$ cat config.mk
export PLATFORM = sky130hd
export DESIGN_NAME = aes_sbox
export DESIGN_NICKNAME = d
export VERILOG_FILES = /design/src/rtl/aes_pkg.sv /design/src/rtl/aes_gf256_inv.sv /design/src/rtl/aes_sbox.sv
export SDC_FILE = /design/constraint.sdc
export NUM_CORES = 1
export LEC_CHECK = 0
export CORE_MARGIN = 1
export CORE_UTILIZATION = 25
export DETAILED_ROUTE_END_ITERATION = 12
export SLEW_MARGIN = 10
export SYNTH_ARGS = -nofsm -noshare
export SYNTH_HDL_FRONTEND = slang
export SYNTH_SLANG_ARGS = --single-unit
$ cat constraint.sdc
create_clock -name clk -period 4.5 [get_ports clk]
set_clock_uncertainty 0.05 [all_clocks]
set_input_delay 0.9 -clock clk [delete_from_list [all_inputs] [get_ports clk]]
set_output_delay 0.9 -clock clk [all_outputs]
set_load 0.02 [all_outputs]
$ cat src/rtl/aes_pkg.sv
// -----------------------------------------------------------------------------
// aes_pkg: shared constants and helper functions for the AES S-box.
//   GF_POLY       reduction polynomial x^8+x^4+x^3+x+1 (low byte, 8'h1B)
//   AES_SBOX_C    forward affine constant (8'h63)
//   AES_INV_C     inverse affine constant (8'h05)
//   SBOX          FIPS-197 forward S-box table, indexed by input byte
//   INV_SBOX_FLAT inverse S-box packed 8 bits per entry (AES_SBOX_INV_EN only)
//   gf_mul        GF(2^8) multiply modulo GF_POLY
//   affine_fwd    forward affine transform including AES_SBOX_C
//   affine_inv    inverse affine transform including AES_INV_C
// Configuration macro: AES_SBOX_INV_EN (adds the inverse table).
// -----------------------------------------------------------------------------
package aes_pkg;

    localparam logic [7:0] GF_POLY    = 8'h1B;
    localparam logic [7:0] AES_SBOX_C = 8'h63;
    localparam logic [7:0] AES_INV_C  = 8'h05;

    localparam logic [7:0] SBOX [256] = '{
        8'h63, 8'h7c, 8'h77, 8'h7b, 8'hf2, 8'h6b, 8'h6f, 8'hc5, 8'h30, 8'h01, 8'h67, 8'h2b, 8'hfe, 8'hd7, 8'hab, 8'h76,
        8'hca, 8'h82, 8'hc9, 8'h7d, 8'hfa, 8'h59, 8'h47, 8'hf0, 8'had, 8'hd4, 8'ha2, 8'haf, 8'h9c, 8'ha4, 8'h72, 8'hc0,
        8'hb7, 8'hfd, 8'h93, 8'h26, 8'h36, 8'h3f, 8'hf7, 8'hcc, 8'h34, 8'ha5, 8'he5, 8'hf1, 8'h71, 8'hd8, 8'h31, 8'h15,
        8'h04, 8'hc7, 8'h23, 8'hc3, 8'h18, 8'h96, 8'h05, 8'h9a, 8'h07, 8'h12, 8'h80, 8'he2, 8'heb, 8'h27, 8'hb2, 8'h75,
        8'h09, 8'h83, 8'h2c, 8'h1a, 8'h1b, 8'h6e, 8'h5a, 8'ha0, 8'h52, 8'h3b, 8'hd6, 8'hb3, 8'h29, 8'he3, 8'h2f, 8'h84,
        8'h53, 8'hd1, 8'h00, 8'hed, 8'h20, 8'hfc, 8'hb1, 8'h5b, 8'h6a, 8'hcb, 8'hbe, 8'h39, 8'h4a, 8'h4c, 8'h58, 8'hcf,
        8'hd0, 8'hef, 8'haa, 8'hfb, 8'h43, 8'h4d, 8'h33, 8'h85, 8'h45, 8'hf9, 8'h02, 8'h7f, 8'h50, 8'h3c, 8'h9f, 8'ha8,
        8'h51, 8'ha3, 8'h40, 8'h8f, 8'h92, 8'h9d, 8'h38, 8'hf5, 8'hbc, 8'hb6, 8'hda, 8'h21, 8'h10, 8'hff, 8'hf3, 8'hd2,
        8'hcd, 8'h0c, 8'h13, 8'hec, 8'h5f, 8'h97, 8'h44, 8'h17, 8'hc4, 8'ha7, 8'h7e, 8'h3d, 8'h64, 8'h5d, 8'h19, 8'h73,
        8'h60, 8'h81, 8'h4f, 8'hdc, 8'h22, 8'h2a, 8'h90, 8'h88, 8'h46, 8'hee, 8'hb8, 8'h14, 8'hde, 8'h5e, 8'h0b, 8'hdb,
        8'he0, 8'h32, 8'h3a, 8'h0a, 8'h49, 8'h06, 8'h24, 8'h5c, 8'hc2, 8'hd3, 8'hac, 8'h62, 8'h91, 8'h95, 8'he4, 8'h79,
        8'he7, 8'hc8, 8'h37, 8'h6d, 8'h8d, 8'hd5, 8'h4e, 8'ha9, 8'h6c, 8'h56, 8'hf4, 8'hea, 8'h65, 8'h7a, 8'hae, 8'h08,
        8'hba, 8'h78, 8'h25, 8'h2e, 8'h1c, 8'ha6, 8'hb4, 8'hc6, 8'he8, 8'hdd, 8'h74, 8'h1f, 8'h4b, 8'hbd, 8'h8b, 8'h8a,
        8'h70, 8'h3e, 8'hb5, 8'h66, 8'h48, 8'h03, 8'hf6, 8'h0e, 8'h61, 8'h35, 8'h57, 8'hb9, 8'h86, 8'hc1, 8'h1d, 8'h9e,
        8'he1, 8'hf8, 8'h98, 8'h11, 8'h69, 8'hd9, 8'h8e, 8'h94, 8'h9b, 8'h1e, 8'h87, 8'he9, 8'hce, 8'h55, 8'h28, 8'hdf,
        8'h8c, 8'ha1, 8'h89, 8'h0d, 8'hbf, 8'he6, 8'h42, 8'h68, 8'h41, 8'h99, 8'h2d, 8'h0f, 8'hb0, 8'h54, 8'hbb, 8'h16
    };

    // Shift-and-add multiply; the running multiplicand is reduced each step.
    function automatic logic [7:0] gf_mul(input logic [7:0] a, input logic [7:0] b);
        logic [7:0] p;
        logic [7:0] aa;
        p  = '0;
        aa = a;
        for (int i = 0; i < 8; i++) begin
            if (b[i]) p = p ^ aa;
            aa = aa[7] ? ({aa[6:0], 1'b0} ^ GF_POLY) : {aa[6:0], 1'b0};
        end
        return p;
    endfunction

    function automatic logic [7:0] affine_fwd(input logic [7:0] x);
        logic [7:0] b;
        for (int i = 0; i < 8; i++)
            b[i] = x[i] ^ x[(i + 4) % 8] ^ x[(i + 5) % 8] ^ x[(i + 6) % 8] ^ x[(i + 7) % 8];
        return b ^ AES_SBOX_C;
    endfunction

    // Inverse of affine_fwd: constant 8'h05 is A^-1 applied to 8'h63.
    function automatic logic [7:0] affine_inv(input logic [7:0] y);
        logic [7:0] b;
        for (int i = 0; i < 8; i++)
            b[i] = y[(i + 2) % 8] ^ y[(i + 5) % 8] ^ y[(i + 7) % 8];
        return b ^ AES_INV_C;
    endfunction

`ifdef AES_SBOX_INV_EN
    // Inverse table built at elaboration by scattering the forward table.
    function automatic logic [2047:0] gen_inv_table();
        logic [2047:0] t;
        t = '0;
        for (int i = 0; i < 256; i++)
            t[int'(SBOX[i]) * 8 +: 8] = 8'(i);
        return t;
    endfunction

    localparam logic [2047:0] INV_SBOX_FLAT = gen_inv_table();
`endif

endpackage

$ cat src/rtl/aes_gf256_inv.sv
// -----------------------------------------------------------------------------
// aes_gf256_inv: combinational multiplicative inverse in GF(2^8) mod 0x11B.
// Itoh-Tsujii style: x^-1 = x^254 = x^2 * x^4 * ... * x^128, which also
// yields 0 for input 0 without a special case.
//   a    input  8  operand
//   y    output 8  a^-1 (0 for a == 0)
// -----------------------------------------------------------------------------
module aes_gf256_inv
    import aes_pkg::*;
(
    input  logic [7:0] a,
    output logic [7:0] y
);

    logic [7:0] sq [8];   // sq[k] = a^(2^k)
    logic [7:0] acc;

    always_comb begin
        sq[0] = a;
        for (int k = 1; k < 8; k++)
            sq[k] = gf_mul(sq[k-1], sq[k-1]);
        acc = sq[1];
        for (int k = 2; k < 8; k++)
            acc = gf_mul(acc, sq[k]);
        y = acc;
    end

endmodule

$ cat src/rtl/aes_sbox.sv
// -----------------------------------------------------------------------------
// aes_sbox: AES SubBytes S-box with combinational and registered outputs.
//   IMPL        "LUT" (constant table) or "LOGIC" (GF inverter + affine)
//   clk         rising edge loads byte_out_q
//   rst_n       asynchronous active-low clear of byte_out_q
//   byte_in     input byte
//   inv         (AES_SBOX_INV_EN only) 1 selects the inverse S-box
//   byte_out    S-box(byte_in), combinational
//   byte_out_q  byte_out registered on clk
// Configuration macro: AES_SBOX_INV_EN adds the inv port and inverse mapping.
// -----------------------------------------------------------------------------
module aes_sbox
    import aes_pkg::*;
#(
    parameter string IMPL = "LUT"
) (
    input  logic       clk,
    input  logic       rst_n,
    input  logic [7:0] byte_in,
`ifdef AES_SBOX_INV_EN
    input  logic       inv,
`endif
    output logic [7:0] byte_out,
    output logic [7:0] byte_out_q
);

    generate
        if (IMPL == "LUT") begin : g_lut
            always_comb begin
`ifdef AES_SBOX_INV_EN
                byte_out = inv ? INV_SBOX_FLAT[{byte_in, 3'b000} +: 8] : SBOX[byte_in];
`else
                byte_out = SBOX[byte_in];
`endif
            end
        end else if (IMPL == "LOGIC") begin : g_logic
            logic [7:0] gf_in;
            logic [7:0] gf_out;

            aes_gf256_inv u_inv (
                .a (gf_in),
                .y (gf_out)
            );

            // Inverse direction: undo the affine first, then share the
            // inverter; the forward affine is bypassed on the way out.
            always_comb begin
`ifdef AES_SBOX_INV_EN
                gf_in    = inv ? affine_inv(byte_in) : byte_in;
                byte_out = inv ? gf_out : affine_fwd(gf_out);
`else
                gf_in    = byte_in;
                byte_out = affine_fwd(gf_out);
`endif
            end
        end else begin : g_bad
            $error("aes_sbox: IMPL must be LUT or LOGIC");
            assign byte_out = '0;
        end
    endgenerate

    always_ff @(posedge clk or negedge rst_n) begin
        if (!rst_n) byte_out_q <= '0;
        else        byte_out_q <= byte_out;
    end

endmodule

==> flow_summary.rst <==
.. list-table::
   :header-rows: 1

   * - Metric
     - Value
   * - TritonCTS buffer count
     - 3
   * - Worst IR Drop VDD
     - 81.5 uV
   * - Synth Flop Type
     - sky130_fd_sc_hd__dfrtp_1
   * - Cell accounting for the most synthesized area
     - sky130_fd_sc_hd__a21oi_1
   * - Kind of critical path
     - in2out
   * - Maximum fanout encountered on the critical timing path
     - 22
   * - Number of flip-flops under the largest register name
     - 8
   * - Number of buffers inserted by port buffering
     - 25
   * - Result of the run
     - finished clean
   * - Final max-slew violation count
     - 0
   * - TritonCTS clock tree
     - yes
   * - Biggest area contributors in the synthesized netlist
     - sky130_fd_sc_hd__a21oi_1 6.5%, sky130_fd_sc_hd__dfrtp_1 5.9%, sky130_fd_sc_hd__ha_1 5.6%
   * - DRC violations left
     - 0
   * - Buffers from clock root to sink, at most
     - 2
   * - Seq. cell area
     - 200 um^2
   * - Post-route cell area
     - 5250 um^2
   * - Overall power
     - 0.888 mW
   * - Total iterations of the first detailed-routing run
     - 6
   * - Proportion of register bits with asynchronous set or reset after synthesis
     - 100%
   * - Slew at the pin with the worst max-slew slack
     - 0.502 ns
   * - Achievable frequency
     - 238 MHz
   * - Normalized max-slew margin
     - 66.6%
   * - Number of distinct library cells after synthesis
     - 75
   * - Synth Cell Area
     - 3380 um^2
   * - Antenna diode count
     - 0
   * - Vias/cell
     - 6.48
   * - Count of buffer and inverter cells on the critical path
     - 4
   * - Final Hold Fails
     - 0
   * - Critical path arrival
     - 3.25 ns
   * - Count of nets after finishing
     - 684
   * - Most numerous cell types in the synthesized netlist
     - 44 x sky130_fd_sc_hd__a21oi_1, 37 x sky130_fd_sc_hd__nor2_1, 35 x sky130_fd_sc_hd__nand2_1
   * - Combined area of the multi-input logic cells
     - 3040 um^2
   * - Worst hold slack
     - 0.896 ns
   * - Antenna violations before repair
     - 0
   * - Critical path cell sequence
     - clkdlybuf4s50_1 -> buf_12 -> buf_4 -> nor2b_1 -> a21oi_1 -> a221oi_2 -> o21ai_1 -> and3_1 -> o221ai_2 -> clkdlybuf4s15_1
   * - CP top delay family
     - buffers and inverters
   * - Number of nets produced by synthesis
     - 540
   * - Total leakage power
     - 2.15 nW
   * - Fraction of the yosys area taken by sequential cells
     - 5.92%
   * - Most frequent cell after synthesis
     - sky130_fd_sc_hd__a21oi_1
   * - Global-route total usage across every layer
     - 29.7%
   * - Register containing the most flip-flops in the final layout
     - byte_out_q
   * - Critical path capture point type
     - output port
   * - Via count of the first global-routing pass
     - 5011
   * - Number of synthesized flops with an enable pin
     - 0
   * - Count of nets left with antenna violations after detail routing
     - 0
   * - DR WL/cell
     - 25.4 um
   * - GPL Wtd Cong
     - 1.11
   * - Share of the clock period used by the worst path after layout
     - 93.3%
   * - First-pass GRT wire length
     - 31.6 mm
   * - Die extent in x
     - 118 um
   * - Routed via count
     - 5402
   * - Setup slack at placement
     - -0.892 ns
   * - Final setup viols
     - 0
   * - Largest net degree at the start of global routing
     - 44
   * - Critical Path RT
     - 3.55 ns
   * - Total instance count after detailed placement
     - 824
   * - Mapped Avg Cell Area
     - 6.56 um^2
   * - Gate count of the mapped netlist
     - 515
   * - Number of fill cells in the layout
     - 1367
   * - Class of the tightest hold or removal check
     - in2async
   * - Detailed Place HPWL
     - 16.0 mm
   * - Growth of design area from synthesis to finish
     - 55.2%
   * - P per Cell Area
     - 169 nW/um^2
   * - Effective utilization at floorplan
     - 25.6%
   * - Total core area
     - 13200 um^2
   * - Clock period minus worst slack
     - 4.20 ns
   * - Setup repair after global routing missed its margin
     - false
   * - Regs by FF count
     - byte_out_q (8)
   * - Clk sink count
     - 8
   * - Maximum cell stage delay along the critical path
     - 0.47 ns
   * - Yosys top cell area share
     - 6.52%
   * - Root Driver
     - sky130_fd_sc_hd__clkbuf_16
   * - Detailed-route wire length
     - 21.1 mm
   * - Count of maximum capacitance violations
     - 0
   * - Number of rows in the core area
     - 42
   * - Congestion Overflow GR
     - 0
   * - Placement Cell Area
     - 4890 um^2
   * - Finished Layout Cells
     - 833
   * - Synthesis warning total
     - 0
   * - Crit-path slowest cell
     - sky130_fd_sc_hd__clkdlybuf4s50_1
   * - Register clock-pin slew on the reported worst setup and hold paths
     - 0.04 ns
   * - Post-route setup slack
     - 0.303 ns
   * - Clock H-tree levels
     - 1
   * - CP Launch Type
     - input port
   * - Register bit total from synthesis
     - 8
   * - Fraction of layout instances using a drive strength above 1
     - 37.3%
   * - Count of boundary I/O pins
     - 26
   * - Height of the die
     - 118 um
   * - Number of DRC markers after the initial detailed-route iteration
     - 872
   * - Die area
     - 14000 um^2
## final timing paths
path                             from       endpoint  slack, ns  depth (start not counted)
max in group asynchronous       rst_n  byte_out_q[0]       3.25                          1
setup / recovery           byte_in[5]    byte_out[1]       0.30                         10
min in group clk           byte_in[4]  byte_out_q[3]       1.43                          5
hold / removal                  rst_n  byte_out_q[6]       0.90                          1
## logic make-up after synthesis
logic type	after synthesis	share of synthesized area (%)
buffers and inverters	73	10.9
multiplexers	9	3.59
AND/OR/NAND/NOR	185	28.3
flip-flops	8	5.92
adder cells (fa/ha/maj)	15	5.55
XOR/XNOR	1	0.259
AO/OA/AOI/OAI	224	45.4
## cell usage in the layout (no fill, tap or decap), drive strengths merged, types with 5 or more instances in the layout
cell type      instances
a311o                  5
nor4                   6
inv                   12
nor2                  39
mux2i                  5
o211ai                16
nor3                  21
nand4                  5
a311oi                10
clkdlybuf4s50         12
o311ai                14
a31oi                 12
o21ai                 52
a221oi                 5
clkbuf                 5
buf                  179
nor2b                 13
and2                   5
nand3                 26
a21oi                 44
nand2                 37
o31ai                  7
a211oi                16
nand2b                17
dfrtp                  8
ha                    15
## layout make-up
type | count | share of cell area [%]
multi-input combinational | 434 | 57.9
timing repair buffer | 200 | 31.7
tap | 176 | 4.20
sequential | 8 | 3.82
clock buffer | 3 | 1.43
inverter | 12 | 0.906
## metrics by stage
| stage | util, % | TNS, ns |
|---|---|---|
| after global placement | 37.1 | -4.21 |
| after CTS | 38.3 | -0.533 |
| after detailed placement | 37.1 | -4.29 |
| final | 39.8 | 0 |
| after floorplan | - | 0 |
| after global routing | 39.8 | 0 |
## what timing repair did
action	CTS	global route
pin swaps	1	7
resized for setup	38	45
hold buffers	0	0
hold endpoints to repair	0	0
endpoints found under the setup margin	8	8
buffers inserted	0	5
gates cloned	0	1
## where the power goes
group / total, mW / switching, mW / leakage (nW) / internal (mW)
clock network: 0.147 / 0.0327 / 0.0370 / 0.114
registers: 0.0850 / 0.00248 / 0.0937 / 0.0826
logic: 0.656 / 0.377 / 2.02 / 0.279
## routing by layer
metal	wire length (um)	vias to the layer above	GRT usage (%)	part of all wire (%)
met5	0	-	0	0
met4	1690	0	18.4	8.0
met3	2950	143	7.19	14
met2	8880	489	44.7	42
met1	7620	2489	38.0	36
li1	-	2281	-	-
(Power assumes the default switching activity.)
